`src/rtl/serial_adder_pkg.sv`:
```
// Shared definitions for the bit-serial adder: FSM state encodings and the
// default operand width.
package serial_adder_pkg;

    localparam int DEFAULT_WIDTH = 8;

    typedef enum logic [1:0] {
        ST_IDLE = 2'd0,
        ST_RUN  = 2'd1,
        ST_DONE = 2'd2
    } state_t;

endpackage

```
`src/rtl/serial_fa_cell.sv`:
```
// Combinational full adder built from two half-adder stages joined by an OR;
// the per-bit cell of the serial adder.
module serial_fa_cell (
    input  logic x,
    input  logic y,
    input  logic ci,
    output logic s,
    output logic co
);

    logic hs1, hc1, hc2;

    // The second stage folds the incoming carry into the first partial sum.
    assign hs1 = x ^ y;
    assign hc1 = x & y;
    assign s   = hs1 ^ ci;
    assign hc2 = hs1 & ci;
    assign co  = hc1 | hc2;

endmodule

```
`src/rtl/serial_adder.sv`:
```
// Bit-serial adder: adds two WIDTH-bit operands LSB-first, one bit per clock,
// with a start/busy/done handshake and registered sum/cout.
module serial_adder
    import serial_adder_pkg::*;
#(
    parameter  int WIDTH = DEFAULT_WIDTH,
    localparam int CNT_W = $clog2(WIDTH + 1)
) (
    input  logic             clk,
    input  logic             rst_n,
    input  logic             start,
    input  logic [WIDTH-1:0] a,
    input  logic [WIDTH-1:0] b,
    input  logic             cin,
    output logic             busy,
    output logic             done,
    output logic [WIDTH-1:0] sum,
    output logic             cout
);

    state_t           state, state_next;
    logic [WIDTH-1:0] sh_a, sh_b, sh_s;
    logic [CNT_W-1:0] cnt;
    logic             carry;
    logic             fa_s, fa_co;
    logic             load, last;

    // Starts are honoured only when no operation is in flight.
    assign load = start && (state == ST_IDLE || state == ST_DONE);
    assign last = (cnt == CNT_W'(WIDTH - 1));
    assign busy = (state == ST_RUN);
    assign done = (state == ST_DONE);

    serial_fa_cell u_fa (
        .x  (sh_a[0]),
        .y  (sh_b[0]),
        .ci (carry),
        .s  (fa_s),
        .co (fa_co)
    );

    always_ff @(posedge clk or negedge rst_n) begin
        if (!rst_n) begin
            state <= ST_IDLE;
        end else begin
            state <= state_next;
        end
    end

    always_comb begin
        state_next = state;
        case (state)
            ST_IDLE: if (start) state_next = ST_RUN;
            ST_RUN:  if (last)  state_next = ST_DONE;
            ST_DONE: state_next = start ? ST_RUN : ST_IDLE;
            default: state_next = ST_IDLE;
        endcase
    end

    // sum/cout update only on the final bit so they hold across new starts.
    always_ff @(posedge clk or negedge rst_n) begin
        if (!rst_n) begin
            sh_a  <= '0;
            sh_b  <= '0;
            sh_s  <= '0;
            carry <= 1'b0;
            cnt   <= '0;
            sum   <= '0;
            cout  <= 1'b0;
        end else if (load) begin
            sh_a  <= a;
            sh_b  <= b;
            sh_s  <= '0;
            carry <= cin;
            cnt   <= '0;
        end else if (state == ST_RUN) begin
            sh_a  <= sh_a >> 1;
            sh_b  <= sh_b >> 1;
            sh_s  <= {fa_s, sh_s[WIDTH-1:1]};
            carry <= fa_co;
            cnt   <= cnt + CNT_W'(1);
            if (last) begin
                sum  <= {fa_s, sh_s[WIDTH-1:1]};
                cout <= fa_co;
            end
        end
    end

endmodule

```
`config.mk`:
```
export PLATFORM = sky130hd
export DESIGN_NAME = serial_adder
export DESIGN_NICKNAME = d
export VERILOG_FILES = /design/src/rtl/serial_adder_pkg.sv /design/src/rtl/serial_fa_cell.sv /design/src/rtl/serial_adder.sv
export SDC_FILE = /design/constraint.sdc
export NUM_CORES = 1
export LEC_CHECK = 0
export BUFFER_PORTS_ARGS = -buffer_cell sky130_fd_sc_hd__buf_4
export CAP_MARGIN = 30
export CORE_ASPECT_RATIO = 1.75
export CORE_MARGIN = 3
export CORE_UTILIZATION = 45
export CTS_BUF_LIST = sky130_fd_sc_hd__clkbuf_8
export CTS_CLUSTER_DIAMETER = 80
export CTS_CLUSTER_SIZE = 20
export DETAILED_ROUTE_END_ITERATION = 12
export GPL_TIMING_DRIVEN = 0
export PLACE_DENSITY = 0.67
export SLEW_MARGIN = 20
export SYNTH_ARGS = -nofsm -noshare
export SYNTH_HDL_FRONTEND = slang
export SYNTH_SLANG_ARGS = --single-unit
```
`constraint.sdc`:
```
create_clock -name clk -period 3.4 [get_ports clk]
set_input_delay 0.68 -clock clk [delete_from_list [all_inputs] [get_ports clk]]
set_output_delay 0.68 -clock clk [all_outputs]
set_load 0.01 [all_outputs]
```
==> qor.csv <==
metric,value,unit
final_util,0.582,
grt_usage,0.155,
crit_type,register to output port,
cts_sinks,39,
die_h,85.8,um
synthTopCellsByArea,"dfrtp_1, a22o_1, mux2i_1, mux2_2, o21ai_0",
hold_path_class,input port to asynchronous set/reset pin,
drtPass1Iterations,4,
drc,0,
yosysTopAreaCell,dfrtp_1,
globalplace.congestion,0.700,
p_leak,0.00102,uW
hold_viol_final,0,
cts_root_buffer,clkbuf_8,
skew,6.67,ps
hold_buffers,0,
tightest_slew,481,ps
status,"complete, no violations",
n_antenna_cell,0,
grt_pass1_wl,5180,um
syn-cell-area,1640,sq um
design.core.area,3430,sq um
grt_util_met2,0.273,
final_area,2000,sq um
grt_pass1_vias,1165,
antenna_found_initial,0,
layout_min_cycle_time,2170,ps
dpl_cell_area,1920,sq um
num_rows,28,
die_area,4420,sq um
yosysSeqAreaShare,0.596,
synth_seq_cells,39,
post-cts-setup-buffers,0,
slowest_stage,dfrtp_1,
dieWidth,51.6,um
gr-total-overflow,0,
drt_wl_total,2940,um
dpl.hpwl,2170,um
slew_viol_final,0,
r2r_cells,4,
ys_types,22,
cts_resized,0,
synth_top_area_frac,0.596,
via_count,1087,
setup_viol,0,
io_buffers,30,
cpPeakStageDelay,400,ps
cts_tree,built,
fillers,341,
clkSlewWorstSetupHoldPaths,70,ps
cts_made_buffers,5,
start_util,0.477,
globalRoute.busiestLayer,met2,
cp_cell_sequence,and2b_1 -> buf_6 -> buf_2 -> buf_4,
grtUsageMet3,0.0417,
cp_data_required_time,2720,ps
grt_max_degree,40,
syn2layout_area_growth,22.2,%
viasPerCell,5.23,
drv_cap,0,
use_met1,0.165,
drt_iter0_drc,13,
fmax,461,MHz
arrival,1490,ps
post_drt_wl_per_cell,14.1,um
relSlewSlack,0.679,
avgSynthCellArea,13.1,sq um
drive_gt1_frac,0.331,
tns,0,ps
post-route-period-util,0.639,
synth_nets,147,
fin_nets,184,
ys_warn_count,0,
endpoint_kind,output port,
drtAntennaViolNets,0,
start_kind,register,
critical_path.max_fanout,10,
ios,31,
clk_latency,280,ps
p_per_area,882,nW/um^2
clock_path_buffers,2,
synth_cells,125,
htree_levels,2,
rsz0062_at_grt,no,
ir_drop,471,uV
-- state kept, by name, indices dropped and copies added (netlist names) --
name and flops:
carry 1, cnt 4, cout 1, sh_a 8, sh_b 8, sh_s 7
state 2, sum 8
-- layout make-up --
cell class                 instances  area (sq um)  share of cell area
clock buffer                       5          68.8              0.0344
multi-input combinational         78           602               0.301
sequential                        39           976               0.488
timing repair buffer              30           225               0.113
tap                               45          56.3              0.0282
buffer                             8          58.8              0.0294
clock inverter                     3          12.5             0.00626
-- worst paths after layout --
| check | start | slack, ps | end |
|---|---|---|---|
| hold / removal | rst_n | 350 | cnt[0] |
| max in group asynchronous | rst_n | 2710 | cnt[2] |
| hold reg to reg | sh_a[1] | 480 | sh_a[1] |
| setup / recovery | state[1] | 1230 | busy |
| min in group clk | sh_a[1] | 480 | sh_a[1] |
| setup reg to reg | state[1] | 1840 | sum[3] |
-- cells in the mapped netlist --
master and number:
a21o_1 4, a22o_1 14, and2b_1 1, buf_2 2, buf_4 3, buf_6 2, clkbuf_1 1, dfrtp_1 39
fa_1 1, ha_1 1, mux2_2 10, mux2i_1 12, nand2_1 14, nand2b_1 1, nand3b_1 1, nand4_1 1
nor2_1 1, nor2_4 1, nor2b_1 2, nor3b_1 1, o21ai_0 12, xor2_1 1
-- per-stage QoR --
stage | power [uW] | std cells | setup slack (ps) | hold slack [ps]
floorplan | 1270 | 125 | 1820 | 384
global placement | 1470 | 200 | 1560 | 466
detailed placement | 1500 | 200 | 1530 | 471
CTS | 1790 | 208 | 1200 | 363
global route | 1910 | 208 | 1140 | 376
finish | 1760 | 208 | 1230 | 352
-- critical path: cells and delay by family, from the launching register on --
| family | cells | cell delay (ps) |
|---|---|---|
| buf+inv | 3 | 570 |
| simple gates | 1 | 250 |
| flops | 1 | 400 |
-- cells by family after synthesis --
family	count (synthesis)	share of synthesized area
AO/OA/AOI/OAI	30	0.130
XOR/XNOR	1	0.00535
adder cells (fa/ha/maj)	2	0.0199
buffers and inverters	8	0.0359
flip-flops	39	0.596
multiplexers	22	0.142
AND/OR/NAND/NOR	23	0.0703
-- layer usage --
| layer | vias to the layer above | part of all wire |
|---|---|---|
| met5 | - | 0 |
| met4 | 0 | 0.023 |
| met3 | 6 | 0.056 |
| met2 | 31 | 0.54 |
| met1 | 534 | 0.38 |
| li1 | 516 | - |
-- power by group --
| group | switching, uW | internal [uW] |
|---|---|---|
| Sequential | 123 | 662 |
| Combinational | 311 | 382 |
| Clock | 148 | 138 |
| Total | 582 | 1180 |
-- cells in the final DEF, fill, tap and decap left out --
cell | Yosys | routed
a21o_1 | 4 | 4
a22o_1 | 14 | 14
and2b_1 | 1 | 1
buf_2 | 2 | 2
buf_4 | 3 | 33
buf_6 | 2 | 2
clkbuf_1 | 1 | 1
clkbuf_8 | 0 | 5
clkinv_2 | 0 | 1
dfrtp_1 | 39 | 39
fa_1 | 1 | 1
ha_1 | 1 | 1
inv_1 | 0 | 2
mux2_2 | 10 | 10
mux2i_1 | 12 | 12
nand2_1 | 14 | 14
nand2b_1 | 1 | 1
nand3b_1 | 1 | 1
nand4_1 | 1 | 1
nor2_1 | 1 | 1
nor2_4 | 1 | 1
nor2b_1 | 2 | 2
nor3b_1 | 1 | 1
o21ai_0 | 12 | 12
xor2_1 | 1 | 1
No activity file was read; power rests on OpenSTA's default activity.
